## config.mk

```make
export PLATFORM = sky130hd
export DESIGN_NAME = ram_arbiter
export DESIGN_NICKNAME = d
export VERILOG_FILES = /design/src/rtl/ram_arbiter.sv
export SDC_FILE = /design/constraint.sdc
export NUM_CORES = 1
export LEC_CHECK = 0
export ABC_AREA = 1
export CAP_MARGIN = 20
export CORE_AREA = 2 2 81 83
export CTS_CLUSTER_DIAMETER = 200
export DETAILED_ROUTE_END_ITERATION = 8
export DIE_AREA = 0 0 83 85
export MAX_ROUTING_LAYER = met4
export PLACE_DENSITY = 0.88
export SYNTH_ARGS = -nofsm -noshare
export SYNTH_HDL_FRONTEND = slang
export SYNTH_SLANG_ARGS = --single-unit
```

## constraint.sdc

```tcl
create_clock -name clk -period 4.1 [get_ports clk]
set_clock_uncertainty 0.2 [all_clocks]
set_input_delay 1.23 -clock clk [delete_from_list [all_inputs] [get_ports clk]]
set_output_delay 1.23 -clock clk [all_outputs]
set_load 0.01 [all_outputs]
```

## src/rtl/ram_arbiter.sv

```systemverilog
// ram_arbiter
//   Two-requester round-robin arbiter that shares one single-port synchronous
//   RAM between client ports A and B. At most one RAM access is issued per
//   cycle. Read data returns to the port that issued the read, one cycle after
//   the grant. A saturating counter tracks the cycles in which both ports
//   request at once.
//
// Ports
//   clk, rst_n               : rising-edge clock, asynchronous active-low reset
//   a_req/a_we/a_addr/a_di   : port A request; fields held until a_gnt
//   a_gnt                    : port A request accepted this cycle (combinational)
//   a_rvalid, a_do           : port A read response pulse and read data
//   b_*                      : same set of signals for port B
//   ram_we/ram_rwaddr/ram_di : command to the RAM
//   ram_do                   : read data from the RAM (one cycle after address)
//   conflict_cnt             : saturating count of cycles with both requests high
module ram_arbiter #(
  parameter int AW = 6,
  parameter int DW = 16,
  parameter int CW = 16
) (
  input  logic          clk,
  input  logic          rst_n,
  input  logic          a_req,
  input  logic          a_we,
  input  logic [AW-1:0] a_addr,
  input  logic [DW-1:0] a_di,
  output logic          a_gnt,
  output logic          a_rvalid,
  output logic [DW-1:0] a_do,
  input  logic          b_req,
  input  logic          b_we,
  input  logic [AW-1:0] b_addr,
  input  logic [DW-1:0] b_di,
  output logic          b_gnt,
  output logic          b_rvalid,
  output logic [DW-1:0] b_do,
  output logic          ram_we,
  output logic [AW-1:0] ram_rwaddr,
  output logic [DW-1:0] ram_di,
  input  logic [DW-1:0] ram_do,
  output logic [CW-1:0] conflict_cnt
);

  typedef enum logic {
    OWN_A = 1'b0,
    OWN_B = 1'b1
  } owner_t;

  owner_t        owner_q;
  owner_t        owner_d;
  logic          grant_a;
  logic          grant_b;
  logic          both_req;
  logic          rd_pend_a;
  logic          rd_pend_b;
  logic [DW-1:0] a_hold_p1;
  logic [DW-1:0] b_hold_p1;

  function automatic logic [CW-1:0] sat_inc(input logic [CW-1:0] v);
    return (&v) ? v : v + 1'b1;
  endfunction

  // Arbitration state register: remembers which port owned the last access.
  // Reset to B so that A wins the first tie.
  always_ff @(posedge clk or negedge rst_n) begin
    if (!rst_n) begin
      owner_q <= OWN_B;
    end else begin
      owner_q <= owner_d;
    end
  end

  always_comb begin
    owner_d = owner_q;
    if (grant_a) begin
      owner_d = OWN_A;
    end else if (grant_b) begin
      owner_d = OWN_B;
    end
  end

  // Grants and RAM command (stage p0). Grants are held low during reset so no
  // access can reach the RAM while rst_n is asserted.
  always_comb begin
    both_req   = a_req & b_req;
    grant_a    = rst_n & a_req & (~b_req | (owner_q == OWN_B));
    grant_b    = rst_n & b_req & (~a_req | (owner_q == OWN_A));
    ram_we     = 1'b0;
    ram_rwaddr = '0;
    ram_di     = '0;
    if (grant_a) begin
      ram_we     = a_we;
      ram_rwaddr = a_addr;
      ram_di     = a_di;
    end else if (grant_b) begin
      ram_we     = b_we;
      ram_rwaddr = b_addr;
      ram_di     = b_di;
    end
  end

  assign a_gnt = grant_a;
  assign b_gnt = grant_b;

  // Read response tracking (stage p1): the pending flag marks the cycle in
  // which ram_do carries the data for that port.
  always_ff @(posedge clk or negedge rst_n) begin
    if (!rst_n) begin
      rd_pend_a <= 1'b0;
      rd_pend_b <= 1'b0;
    end else begin
      rd_pend_a <= grant_a & ~a_we;
      rd_pend_b <= grant_b & ~b_we;
    end
  end

  always_ff @(posedge clk or negedge rst_n) begin
    if (!rst_n) begin
      a_hold_p1 <= '0;
      b_hold_p1 <= '0;
    end else begin
      if (rd_pend_a) begin
        a_hold_p1 <= ram_do;
      end
      if (rd_pend_b) begin
        b_hold_p1 <= ram_do;
      end
    end
  end

  // The response cycle forwards ram_do directly so rvalid and data coincide;
  // afterwards the captured copy holds the value until the next response.
  assign a_rvalid = rd_pend_a;
  assign b_rvalid = rd_pend_b;
  assign a_do     = rd_pend_a ? ram_do : a_hold_p1;
  assign b_do     = rd_pend_b ? ram_do : b_hold_p1;

  always_ff @(posedge clk or negedge rst_n) begin
    if (!rst_n) begin
      conflict_cnt <= '0;
    end else if (both_req) begin
      conflict_cnt <= sat_inc(conflict_cnt);
    end
  end

endmodule
```

After elaboration in Yosys (flattened, before gate mapping)
Cells that the tools add are included.

storage, ports and cells
  input bits = 66
  logic and storage cells = 35
  register bits = 51

cells by class
  muxes and demuxes = 10
  add/subtract/negate cells = 1
  bitwise logic cells = 15
  reductions and logical operators = 3

operator list
  kind                                            count
  two-way mux 16 bit                              4
  adder 16 x 1 -> 16 bit (second input constant)  1
  AND reduction 16 bit                            1
  two-way mux 6 bit                               2
  AND 1 bit                                       7
  inverter 1 bit                                  6
  two-way mux 1 bit                               4
  bitwise OR 1 bit                                2
  AND reduction 2 bit                             1
  nonzero test 2 bit                              1

Logic depth before layout (Yosys ltp)
  word-level depth = 5
  depth in mapped cells = 8
  mapped depth without buffers = 8

Worst setup path before layout
No wires, ideal clock.

  path kind = input to output
  from = input a_req
  to = output ram_we
  setup slack = 693 ps
  cell stages on the path = 6
  arrival = 1977 ps
  required time = 2670 ps
  buffers on the path = 1
  cell sequence = nand2_1 -> nand3_1 -> inv_1 -> buf_2 -> nand2_1 -> a21oi_1

on the way
  longest elaborated chain between the ends = 5
  elaborated cells on any way between the ends = 7

RTL lines
  item                RTL line  text
  start: declaration  24        input logic a_req,
  inverter 1 bit      88        grant_b = rst_n & b_req & (~a_req | (owner_q == OWN_A));
  bitwise OR 1 bit    88
  AND 1 bit           88
  via b_gnt           35        output logic b_gnt,
  two-way mux 1 bit   96        end else if (grant_b) begin
  two-way mux 1 bit   92        if (grant_a) begin
  end: declaration    38        output logic ram_we,

The timed path passes the listed nets, and every way through them passes these cells.

Worst setup path in the final report
  from = input b_req
  to = output ram_di[15]

on the way
  longest elaborated chain between the ends = 4
  elaborated cells on any way between the ends = 7

RTL lines
  item                                             RTL line  text
  start: declaration                               31        input logic b_req,
  AND 1 bit or inverter 1 bit (tied branches)      88, 87
  AND 1 bit or bitwise OR 1 bit (tied branches)    88, 87
  two-way mux 16 bit or AND 1 bit (tied branches)  96, 87
  two-way mux 16 bit *                             92
  end: declaration                                 40        output logic [DW-1:0] ram_di,

Mark *: on every way between the ends. The rest lies on a longest branch, timed or not.

==> qor.csv <==
metric,value,unit
outcome,finished clean,
Mean Syn Cell Area,9.677,µm²
Cell Rows,29,
reg2reg start,conflict_cnt[0],
layout cells sized above 1,13.87,%
first drt pass iteration count,4,
final setup violation count,0,
routed length per placed instance,14.07,µm
Final Hold Fails,0,
max cap viols,0,
FMAX,0.2469,GHz
worst-margin pin slew,726.7,ps
reg2reg path depth,7,
Power per Cell Area,369.1,nW/µm²
"count leader, synth",nand2_1,
cell breakdown of the critical path,clkdlybuf4s50_1 -> nand2_1 -> nand3_1 -> inv_1 -> buf_12 -> a22o_1 -> dlygate4sd2_1,
latest clock arrival within the worst-skew pair,300,ps
Min-Delay Path Class,reg2reg,
CP startpoint,b_req,
# clock sinks,51,
sequential cell area fraction in the yosys report,50.20,%
end of the critical path,ram_di[15],
Synth async-reset ratio,100.0,%
fin nets,477,
Initial Util,41.02,%
HPWL after detailed placement,5.439,mm
DRC,0,
crit path DAT,2620,ps
RR Endpoint,conflict_cnt[9],
largest net degree at the start of global routing,52,
I/O Pins,141,
die outline width,83,µm
initial antenna violation count,0,
predominant post-synthesis flop cell,dfrtp_1,
DR iter-0 viols,137,
vias per cell,4.910,
Worst Setup Start Kind,input pin,
Clock Tree Buf Depth,2,
CP max stage delay,500,ps
DRT antenna net count,0,
CTS H-tree lvls,2,
Synth Net Count,330,
critical path peak fanout,24,
Antenna diodes,0,
PortBufs,140,
Inserted Clock Buffers,5,
worst hold slack,302.9,ps
hold_sp,b_hold_p1[15],
synth cell count leaders,"76 x nand2_1, 50 x dfrtp_1, 32 x mux2_2",
global-route wire length before repair,10.88,mm
CP max-delay cell,clkdlybuf4s50_1,
Max VDD drop,0.2240,mV
min Tclk post-route,4049,ps
Synth area leaders,"dfrtp_1 49%, mux2_2 14%, nand2_1 11%",
leakage power,1.874,nW
Final Core Density,66.77,%
mapped cell area,2545,µm²
fin. max-slew vios,0,
GRT overflow,0,
r2r setup slk,2150,ps
final period utilization,98.77,%
Unique masters post-synth,21,
share of the synthesized area in the top cell type,49.16,%
Routed WL,6.866,mm
clock-pin slew on the worst setup and hold paths,100,ps
synth warn,0,
Worst slew margin,51.55,%
via count,2396,
Worst setup EP type,primary output,
vias in the first global route,2282,
Tot GR Track Use,19.82,%
"EDFF count, synth",0,
CTS tree,done,
die height,85,µm
core area,6205,µm²
P&R area growth vs syn,62.78,%
synthesized instance count,263,
clock root cell,clkbuf_8,
Final Wtd Congestion,0.9093,
"Req. time, crit path",2670,ps
Post-CTS Setup Bufs,0,
Synth area leader,dfrtp_1,
RSZ-0062 raised after global routing,false,
die area,7055,µm²
Setup Crit Path Kind,in2out,
"flops & latches, synth",51,
==> layout by cell type, fill, tap and decap left out, drive strengths merged <==
cell and instances:
nand4 5, dlygate4sd2 25, dfstp 1, nor2 26, a21oi 1, o21ai 2
nand2 78, inv 19, dfrtp 50, xor2 3, dlymetal6s2s 1, a22o 22
clkdlybuf4s50 113, nand3 13, buf 9, mux2 32, xnor2 2, ha 1
nand3b 1, clkinv 2, clkbuf 5
==> metrics by stage <==
stage	cell area, µm²	cells	worst slack (ps)	power, mW	TNS [ps]
final	4143	488	50.51	1.529	0
after global routing	4143	488	15.43	1.608	0
after CTS	4140	488	20.98	1.548	0
after detailed placement	4070	480	-206.9	1.257	-3713
after global placement	4070	480	-152.5	1.237	-2692
after floorplan	2545	263	692.8	0.8910	0
==> critical path, delay by kind of cell <==
family | cells | cell delay, ps
compound gates | 1 | 200
simple gates | 2 | 160
buf+inv | 4 | 1020
==> sequential cells by signal, summed over array words and instances, names as in the netlist <==
signal	cells
conflict_cnt	16
b_hold_p1	16
a_hold_p1	16
owner_q	1
a_rvalid	1
b_rvalid	1
==> timing repair <==
action / in CTS / in global routing
hold buffers: 0 / 0
gates resized for setup: 26 / 1
setup endpoints to repair: 24 / 20
pin swaps: 0 / 0
==> cell families (layout without fill, tap and decap cells) <==
logic type	count (synthesis)	in the layout	share of synthesized area, %
compound gates	25	25	8.603
xor+xnor	5	5	1.721
fa+ha+maj	1	1	0.4916
buf+inv	26	174	4.228
flops	51	51	50.20
mux	32	32	14.16
simple gates	123	123	20.60
==> area by class of cell <==
cell class | count | area, µm²
flip-flops and latches | 51 | 1277
fillers | 482 | 2062
clock buffers | 5 | 68.82
inverters | 18 | 67.56
repair buffers | 148 | 1444
well taps | 77 | 96.34
clock inverters | 3 | 28.78
multi-input cells | 186 | 1160
==> per-layer routing <==
layer	up-vias	global-route usage, %	routed length, µm
li1	1173	-	-
met1	1111	22.51	2773
met2	102	35.12	3581
met3	10	3.988	393
met4	0	6.557	119
met5	-	-	0
==> power by group <==
part           internal [mW]  switching [mW]
registers              0.602          0.0560
clock network          0.127           0.177
logic                  0.340           0.227
total                   1.07           0.460
==> worst min path at each step <==
stage                     cells past startpoint            end  slack [ps]
after floorplan                               2        owner_q         280
after global placement                        1   a_hold_p1[7]         280
after detailed placement                      1   b_hold_p1[8]         290
after CTS                                     1  b_hold_p1[15]         310
after global routing                          1   b_hold_p1[9]         320
final                                         1  b_hold_p1[15]         300
Power figures use the tool's default switching activity.
